$ cat src/rtl/fetch_unit.sv
// Instruction-fetch stage: PC register, async imem read, IF/ID register, redirects and interrupt latch.
// Optional boot-vector fetch (PC loaded from imem words 0/1) when FETCH_BOOT_VECTOR_EN is defined.
module fetch_unit #(
   parameter int              PC_W       = 32,
   parameter int              INSTR_W    = 16,
   parameter logic [PC_W-1:0] RESET_PC   = 32'h0000_0020,
   parameter logic [PC_W-1:0] INT_VECTOR = 32'h0000_0010,
   parameter logic [INSTR_W-1:0] NOP_WORD = 16'h4000
) (
   input  logic               clk,
   input  logic               reset,
   output logic [PC_W-1:0]    imem_addr,
   input  logic [INSTR_W-1:0] imem_data,
   input  logic               stall_fetch,
   input  logic               pc_write_cu,
   input  logic               clear_instruction,
   input  logic               jump_taken,
   input  logic [PC_W-1:0]    jump_target,
   input  logic               pc_choose_memory,
   input  logic [PC_W-1:0]    mem_pc,
   input  logic               pc_choose_interrupt,
   input  logic               interrupt_in,
   output logic               interrupt_signal,
   output logic [PC_W-1:0]    int_return_pc,
   output logic [INSTR_W-1:0] ifid_instruction,
   output logic [PC_W-1:0]    ifid_pc,
   output logic [INSTR_W-1:0] ifid_immediate,
   output logic               ifid_valid
);

   typedef enum logic [1:0] {RUN, BOOT_HI, BOOT_LO} state_t;

   typedef struct packed {
      logic [INSTR_W-1:0] instr;
      logic [PC_W-1:0]    pc;
      logic [INSTR_W-1:0] imm;
      logic               valid;
   } ifid_t;

`ifdef FETCH_BOOT_VECTOR_EN
   localparam state_t          START_STATE = BOOT_HI;
   localparam logic [PC_W-1:0] START_PC    = '0;
`else
   localparam state_t          START_STATE = RUN;
   localparam logic [PC_W-1:0] START_PC    = RESET_PC;
`endif

   state_t          state_q, state_d;
   logic [PC_W-1:0] pc_q, pc_d;
   ifid_t           ifid_q, ifid_d;
   logic            pending_q, pending_d;
   logic            int_sig_q, int_sig_d;
   logic [PC_W-1:0] int_ret_q, int_ret_d;
   logic            fire;

   always_ff @(posedge clk or negedge reset) begin
      if (!reset) begin
         state_q      <= START_STATE;
         pc_q         <= START_PC;
         ifid_q.instr <= NOP_WORD;
         ifid_q.pc    <= '0;
         ifid_q.imm   <= '0;
         ifid_q.valid <= 1'b0;
         pending_q    <= 1'b0;
         int_sig_q    <= 1'b0;
         int_ret_q    <= '0;
      end else begin
         state_q   <= state_d;
         pc_q      <= pc_d;
         ifid_q    <= ifid_d;
         pending_q <= pending_d;
         int_sig_q <= int_sig_d;
         int_ret_q <= int_ret_d;
      end
   end

   always_comb begin
      state_d   = state_q;
      pc_d      = pc_q;
      ifid_d    = ifid_q;
      pending_d = pending_q;
      int_sig_d = 1'b0;
      int_ret_d = int_ret_q;
      imem_addr = pc_q;
      fire      = 1'b0;
      case (state_q)
         // Boot words are big-endian: word 0 is the upper PC half.
         BOOT_HI: begin
            imem_addr = '0;
            pc_d      = {imem_data, pc_q[INSTR_W-1:0]};
            state_d   = BOOT_LO;
         end
         BOOT_LO: begin
            imem_addr = PC_W'(1);
            pc_d      = {pc_q[PC_W-1:INSTR_W], imem_data};
            state_d   = RUN;
         end
         default: begin
            if (pc_choose_memory)                 pc_d = mem_pc;
            else if (jump_taken)                  pc_d = jump_target;
            else if (pc_choose_interrupt)         pc_d = INT_VECTOR;
            else if (stall_fetch || !pc_write_cu) pc_d = pc_q;
            else                                  pc_d = pc_q + PC_W'(1);

            // A redirect from EX/MEM kills the word fetched on the wrong path, even under stall.
            if (pc_choose_memory || jump_taken) begin
               ifid_d.instr = NOP_WORD;
               ifid_d.valid = 1'b0;
            end else if (stall_fetch) begin
               ifid_d = ifid_q;
            end else if (clear_instruction) begin
               ifid_d.imm   = imem_data;
               ifid_d.instr = NOP_WORD;
               ifid_d.valid = 1'b0;
            end else begin
               ifid_d.instr = imem_data;
               ifid_d.pc    = pc_q;
               ifid_d.valid = 1'b1;
            end

            fire = pending_q && !clear_instruction && !stall_fetch &&
                   !jump_taken && !pc_choose_memory;
         end
      endcase

      // Requests seen while the pulse is out are treated as part of the same interrupt.
      if (fire) begin
         pending_d = 1'b0;
         int_sig_d = 1'b1;
         int_ret_d = pc_q;
      end else if (interrupt_in && !int_sig_q) begin
         pending_d = 1'b1;
      end
   end

   assign interrupt_signal = int_sig_q;
   assign int_return_pc    = int_ret_q;
   assign ifid_instruction = ifid_q.instr;
   assign ifid_pc          = ifid_q.pc;
   assign ifid_immediate   = ifid_q.imm;
   assign ifid_valid       = ifid_q.valid;

endmodule
$ cat config.mk
export PLATFORM = sky130hd
export DESIGN_NAME = fetch_unit
export DESIGN_NICKNAME = d
export VERILOG_FILES = /design/src/rtl/fetch_unit.sv
export SDC_FILE = /design/constraint.sdc
export NUM_CORES = 1
export LEC_CHECK = 0
export ABC_CLOCK_PERIOD_IN_PS = 2500
export CORE_MARGIN = 1.5
export CORE_UTILIZATION = 35
export DETAILED_ROUTE_END_ITERATION = 8
export GPL_ROUTABILITY_DRIVEN = 0
export PLACE_DENSITY = 0.71
export SYNTH_ARGS = -nofsm -noshare
export SYNTH_HDL_FRONTEND = slang
export SYNTH_SLANG_ARGS = --single-unit
$ cat constraint.sdc
create_clock -name clk -period 2.5 [get_ports clk]
set_clock_uncertainty 0.1 [all_clocks]
set_input_delay 0.5 -clock clk [delete_from_list [all_inputs] [get_ports clk]]
set_output_delay 0.5 -clock clk [all_outputs]
set_load 0.05 [all_outputs]
Word-level counts from Yosys, hierarchy flattened
Index checks and enable logic that the tools add are counted.

Add/sub/neg operators: 1. Multiply operators: 0. Div/mod/pow operators: 0. Magnitude comparators: 0. Equality and inequality tests: 5. Shift operators: 0. Muxes and demuxes: 18. Bitwise logic cells: 6. Reductions and logical operators: 21.

Operators by type and width (count): 32-bit 2-to-1 mux (5); 32-bit case mux with 2 select lines (2); 65-bit 2-to-1 mux (1); 16-bit 2-to-1 mux (3); 32-bit by 1-bit adder with 32-bit output, second input constant (1); 5-bit by 4-bit inequality test with 1-bit output, second input constant (2); 4-bit AND reduction (2); 1-bit logical NOT (6); 1-bit 2-to-1 mux (6); 1-bit NOT (6); 2-bit AND reduction (3); 1-bit logical AND (5); 2-bit case mux with 2 select lines (1); 2-bit nonzero test (2); 2-bit by 1-bit == test with 1-bit output, second input constant (1); 2-bit == test, second input constant (1); 1-bit logical OR (2); 2-bit by 1-bit inequality test with 1-bit output, second input constant (1); 2-bit OR reduction (1).

Bits in registers: 133. Bits in latches: 0. Memory bits (writable): 0. Memory bits (read-only): 0. Bits of input ports: 89. Output and inout port bits: 130. Logic and storage cells: 61. Memories kept: 0.

Longest topological paths before layout
Depth in word-level cells: 7. Gate-level depth with buffers: 9. Gate-level depth less buffers: 6.

Worst setup path after synthesis
OpenSTA, ideal clock, no wires.

Kind: register -> register. From: register pc_q[5]. To: register pc_q[31]. Library setup time: 0.131 ns. Data arrival time: 2.209 ns. Required time: 2.269 ns. Setup slack: 0.060 ns. Cell stages (with the launch flop): 7. Buffers on the path: 1. Period minus slack after synthesis: 2.440 ns. Cells stage by stage: dfstp_2 buf_2 nand3_2 or3_4 or4_4 and3_1 or3_1.

Longest elaborated chain between the ends: 6.

Ends and longest elaborated chain: start: declaration (RTL line 49) `logic [PC_W-1:0] pc_q, pc_d;`; start signal: assignment (RTL line 69) `pc_q <= pc_d;`; 32-bit by 1-bit adder with 32-bit output (RTL line 103) `else pc_d = pc_q + PC_W'(1);`; 32-bit 2-to-1 mux (RTL line 102) `else if (stall_fetch || !pc_write_cu) pc_d = pc_q;`; 32-bit 2-to-1 mux (RTL line 101) `else if (pc_choose_interrupt) pc_d = INT_VECTOR;`; 32-bit 2-to-1 mux (RTL line 100) `else if (jump_taken) pc_d = jump_target;`; 32-bit 2-to-1 mux (RTL line 99) `if (pc_choose_memory) pc_d = mem_pc;`; 32-bit case mux with 2 select lines (RTL line 86) `case (state_q)`.

Every way passes these cells. The select of a mux whose other input is x is not followed. A chain may end at the register's enable or synchronous reset.

Final worst setup path
From: register ifid_q (netlist bit ifid_instruction[14]). To: output port ifid_instruction[14].

RTL lines: start: declaration (RTL line 50) `ifid_t ifid_q, ifid_d;`; start signal: assignment (RTL line 70) `ifid_q <= ifid_d;`; end: declaration (RTL line 25) `output logic [INSTR_W-1:0] ifid_instruction,`.

No word-level cell between the ends.

==> run_summary.xml <==
<?xml version="1.0" encoding="UTF-8"?>
<metrics>
  <group name="floorplan">
    <metric name="die_h" unit="microns">139</metric>
    <metric name="dieArea" unit="sq mm">0.0194</metric>
    <metric name="row_count" unit="">49</metric>
    <metric name="io_pins" unit="">219</metric>
    <metric name="die_width" unit="microns">139</metric>
    <metric name="fp.coreArea" unit="sq mm">0.0181</metric>
    <metric name="start_util" unit="">0.359</metric>
  </group>
  <group name="logic_synthesis">
    <metric name="avg_inst_size_synth" unit="sq um">9.69</metric>
    <metric name="flip_flop_and_latch_count_after_synthesis" unit="">132</metric>
    <metric name="yosys_warnings" unit="">0</metric>
    <metric name="area_share_of_xor_xnor_cells_in_the_synthesized_design" unit="">0.0135</metric>
    <metric name="synthCells" unit="">670</metric>
    <metric name="synth.largest_area_cell" unit="">dfrtp_1</metric>
    <metric name="synth_top_area_share" unit="">0.501</metric>
    <metric name="seq_area_frac_synth" unit="">0.509</metric>
    <metric name="asyncSetResetFlopFracSynth" unit="">1.00</metric>
    <metric name="largest_family_of_logic_cells_by_synthesized_area" unit="">compound AO/OA/AOI/OAI gates</metric>
    <metric name="synth_adder_area_share" unit="">0.00193</metric>
    <metric name="ys_dominant_reg_cell" unit="">dfrtp_1</metric>
    <metric name="syn_area" unit="sq mm">0.00649</metric>
    <metric name="synth_cell_type_count" unit="">65</metric>
    <metric name="synth_enable_flop_cells" unit="">0</metric>
    <metric name="syn_nets" unit="">760</metric>
    <metric name="synth_mux_area_frac" unit="">0.0744</metric>
    <metric name="complex_gate_fraction_of_the_synthesized_area" unit="">0.186</metric>
    <metric name="ys_top_cells_by_area" unit="">dfrtp_1 (50%), mux2_2 (7.3%), nand2_1 (6.9%)</metric>
    <metric name="synthSimpleGateAreaFrac" unit="">0.178</metric>
  </group>
  <group name="clock_network">
    <metric name="cts_buffers" unit="">17</metric>
    <metric name="cts_tree" unit="">yes</metric>
    <metric name="cts-root-buf" unit="">clkbuf_16</metric>
    <metric name="clkLatencyLatePin" unit="ns">0.42</metric>
    <metric name="post_cts_resize_count" unit="">0</metric>
    <metric name="cts.path.max_buffers" unit="">2</metric>
    <metric name="htree_num_levels" unit="">4</metric>
    <metric name="cts.sinks" unit="">132</metric>
    <metric name="clk_transition_reported_paths" unit="ns">0.06</metric>
  </group>
  <group name="detailed_routing">
    <metric name="wirelength" unit="mm">23.2</metric>
    <metric name="vias" unit="">6338</metric>
    <metric name="count_of_unresolved_drc_violations_after_routing" unit="">15</metric>
    <metric name="drt_first_iter_violations" unit="">487</metric>
    <metric name="post_drt_via_cell_ratio" unit="">5.46</metric>
    <metric name="routedWlPerCell" unit="microns">20.0</metric>
    <metric name="detailedRoute.firstPassIterationCount" unit="">7</metric>
    <metric name="antenna_left" unit="">0</metric>
  </group>
  <group name="placement">
    <metric name="buffer_ports.inserted" unit="">218</metric>
    <metric name="placedInstanceArea" unit="sq mm">0.00934</metric>
    <metric name="detailedPlace.worstSlack" unit="ns">0.0758</metric>
    <metric name="dpl.hpwl" unit="mm">16.9</metric>
  </group>
  <group name="final_layout">
    <metric name="synthToLayoutAreaGrowth" unit="%">53.5</metric>
    <metric name="layout.nets" unit="">1007</metric>
    <metric name="layout.filler_cells" unit="">1602</metric>
    <metric name="finalInstanceArea" unit="sq mm">0.00997</metric>
    <metric name="final_core_utilization" unit="">0.551</metric>
    <metric name="fraction_of_layout_instances_using_a_drive_strength_above_1" unit="">0.202</metric>
  </group>
  <group name="power_and_ir_drop">
    <metric name="power.static_leakage" unit="nW">4.35</metric>
    <metric name="total_power" unit="mW">9.01</metric>
    <metric name="power.density" unit="mW/mm^2">904</metric>
    <metric name="ir_worst_vdd" unit="mV">0.503</metric>
  </group>
  <group name="grt">
    <metric name="vias_in_the_first_global_route" unit="">6378</metric>
    <metric name="antenna_found_initial" unit="">2</metric>
    <metric name="gr-usage-all-layers" unit="">0.245</metric>
    <metric name="grt_first_pass_wirelength" unit="mm">36.3</metric>
    <metric name="grt_start_max_net_pins" unit="">46</metric>
    <metric name="gr-total-overflow" unit="">0</metric>
  </group>
  <group name="setup_path">
    <metric name="critical-path-max-stage-delay" unit="ns">0.84</metric>
    <metric name="worst-endpoint-required" unit="ns">1.90</metric>
    <metric name="critPathBufInv" unit="">1</metric>
    <metric name="worst-setup-path-type" unit="">flop to output pin</metric>
    <metric name="cpLargestDelayFamily" unit="">buffers and inverters</metric>
    <metric name="critPathLaunchType" unit="">flop</metric>
    <metric name="crit_fanout" unit="">2</metric>
    <metric name="cp.arrival" unit="ns">1.79</metric>
    <metric name="worstPathCellList" unit="">clkdlybuf4s50_1</metric>
    <metric name="nature_of_the_critical_path_endpoint" unit="">output pin</metric>
    <metric name="worst_path_max_delay_cell" unit="">clkdlybuf4s50_1</metric>
  </group>
  <group name="timing">
    <metric name="timing_worst_slew_pin_value" unit="ns">0.556</metric>
    <metric name="finalCriticalPeriod" unit="ns">2.39</metric>
    <metric name="worst_slew_margin_rel" unit="">0.628</metric>
    <metric name="totalNegativeSetupSlack" unit="ns">0</metric>
    <metric name="hold_viol_final" unit="">0</metric>
    <metric name="grt_setup_unrepaired" unit="">no</metric>
    <metric name="finalSetupViolations" unit="">0</metric>
    <metric name="setup_ws" unit="ns">0.112</metric>
    <metric name="period_share" unit="">0.955</metric>
    <metric name="slew_violations" unit="">0</metric>
    <metric name="max_freq" unit="GHz">0.419</metric>
  </group>
  <group name="hold_path">
    <metric name="hp-class" unit="">flop to flop</metric>
  </group>
  <group name="outcome">
    <metric name="violations_in_the_final_reports" unit="">DRC</metric>
    <metric name="run_status" unit="">complete, but fails checks</metric>
  </group>
  <group name="run">
    <metric name="max-cap-violations" unit="">0</metric>
  </group>
</metrics>
## synthesized netlist by cell type, types with 6 or more instances
master / number
dfrtp_1: 130
nand2_1: 119
o21ai_0: 62
mux2_2: 42
clkbuf_1: 41
nor2_1: 30
nor2b_1: 26
a21oi_1: 23
a22oi_1: 19
a22o_1: 17
nand3_1: 14
a221oi_1: 9
inv_1: 9
nand4_1: 9
nor3_1: 9
and3_1: 6
o21a_1: 6
xor2_1: 6
## per-layer routing
metal,global-route usage,share of wire,vias up
met5,0,0,-
met4,0.118,0.036,0
met3,0.0705,0.074,54
met2,0.372,0.46,306
met1,0.322,0.43,3060
li1,-,-,2918
## worst paths after layout
path / from / depth (start not counted) / slack [ns] / endpoint
min in group asynchronous: reset / 2 / 0.48 / int_return_pc[4]
hold / removal: interrupt_signal / 1 / 0.36 / pending_q
setup / recovery: ifid_instruction[14] / 1 / 0.11 / ifid_instruction[14]
setup reg to reg: pc_q[5] / 5 / 0.19 / pc_q[31]
hold reg to reg: interrupt_signal / 1 / 0.36 / pending_q
max in group asynchronous: reset / 3 / 1.14 / int_return_pc[3]
## flip-flops by register name, indices dropped and copies added, names as in the netlist
name / cells
int_return_pc: 32
ifid_instruction: 16
pending_q: 1
state_q: 1
interrupt_signal: 1
ifid_immediate: 16
ifid_valid: 1
pc_q: 32
ifid_pc: 32
## worst register-to-register path, delay by kind of cell, from the launching register on
kind	cells	cell delay [ns]
simple gates	5	1.56
flops	1	0.54
## cell usage in the layout (no fill, tap or decap), types with 4 or more instances in the layout
master	n
a211oi_1	4
a21oi_1	23
a221oi_1	9
a22o_1	17
a22oi_1	19
a31oi_1	4
and3_1	6
and4_1	4
buf_12	15
buf_4	76
clkbuf_16	17
clkdlybuf4s50_1	184
dfrtp_1	129
inv_1	9
mux2_2	42
nand2_1	118
nand2b_1	4
nand3_1	14
nand4_1	9
nor2_1	29
nor2b_1	26
nor3_1	8
o21a_1	6
o21ai_0	62
xnor2_1	4
xor2_1	6
## area by class of cell
| class | instances | area (sq um) | area share |
|---|---|---|---|
| Clock buffer | 18 | 439 | 0.0441 |
| Multi-Input combinational cell | 476 | 2970 | 0.298 |
| Tap cell | 229 | 287 | 0.0287 |
| Antenna cell | 2 | 5.00 | 0.000502 |
| Sequential cell | 132 | 3310 | 0.332 |
| Inverter | 12 | 45.0 | 0.00452 |
| Clock inverter | 14 | 175 | 0.0176 |
| Timing Repair Buffer | 278 | 2740 | 0.275 |
## report_power, final
group	internal (mW)	total, mW	switching (mW)
clock network	1.60	2.60	0.998
registers	2.59	2.89	0.302
logic	1.27	3.52	2.25
## cells by family (layout without fill, tap and decap cells)
group                      count (synthesis)  in the layout
xor gates and xnor gates                  10             10
muxes                                     43             43
DFF                                      132            132
other                                      1              3
adders and majority gates                  1              1
AOI/OAI and AO/OA                        180            180
and+or+nand+nor                          241            241
buffers and inverters                     62            322
## through the flow
step | hold slack [ns] | instances
floorplan | 0.104 | 670
global placement | 0.358 | 1126
detailed placement | 0.346 | 1126
CTS | 0.368 | 1159
global route | 0.380 | 1161
finish | 0.360 | 1161
## what timing repair did
item	in CTS	in global routing
buffers inserted	0	0
hold buffers	1	0
endpoints found under the hold margin	39	0
Power figures use the tool's default switching activity.
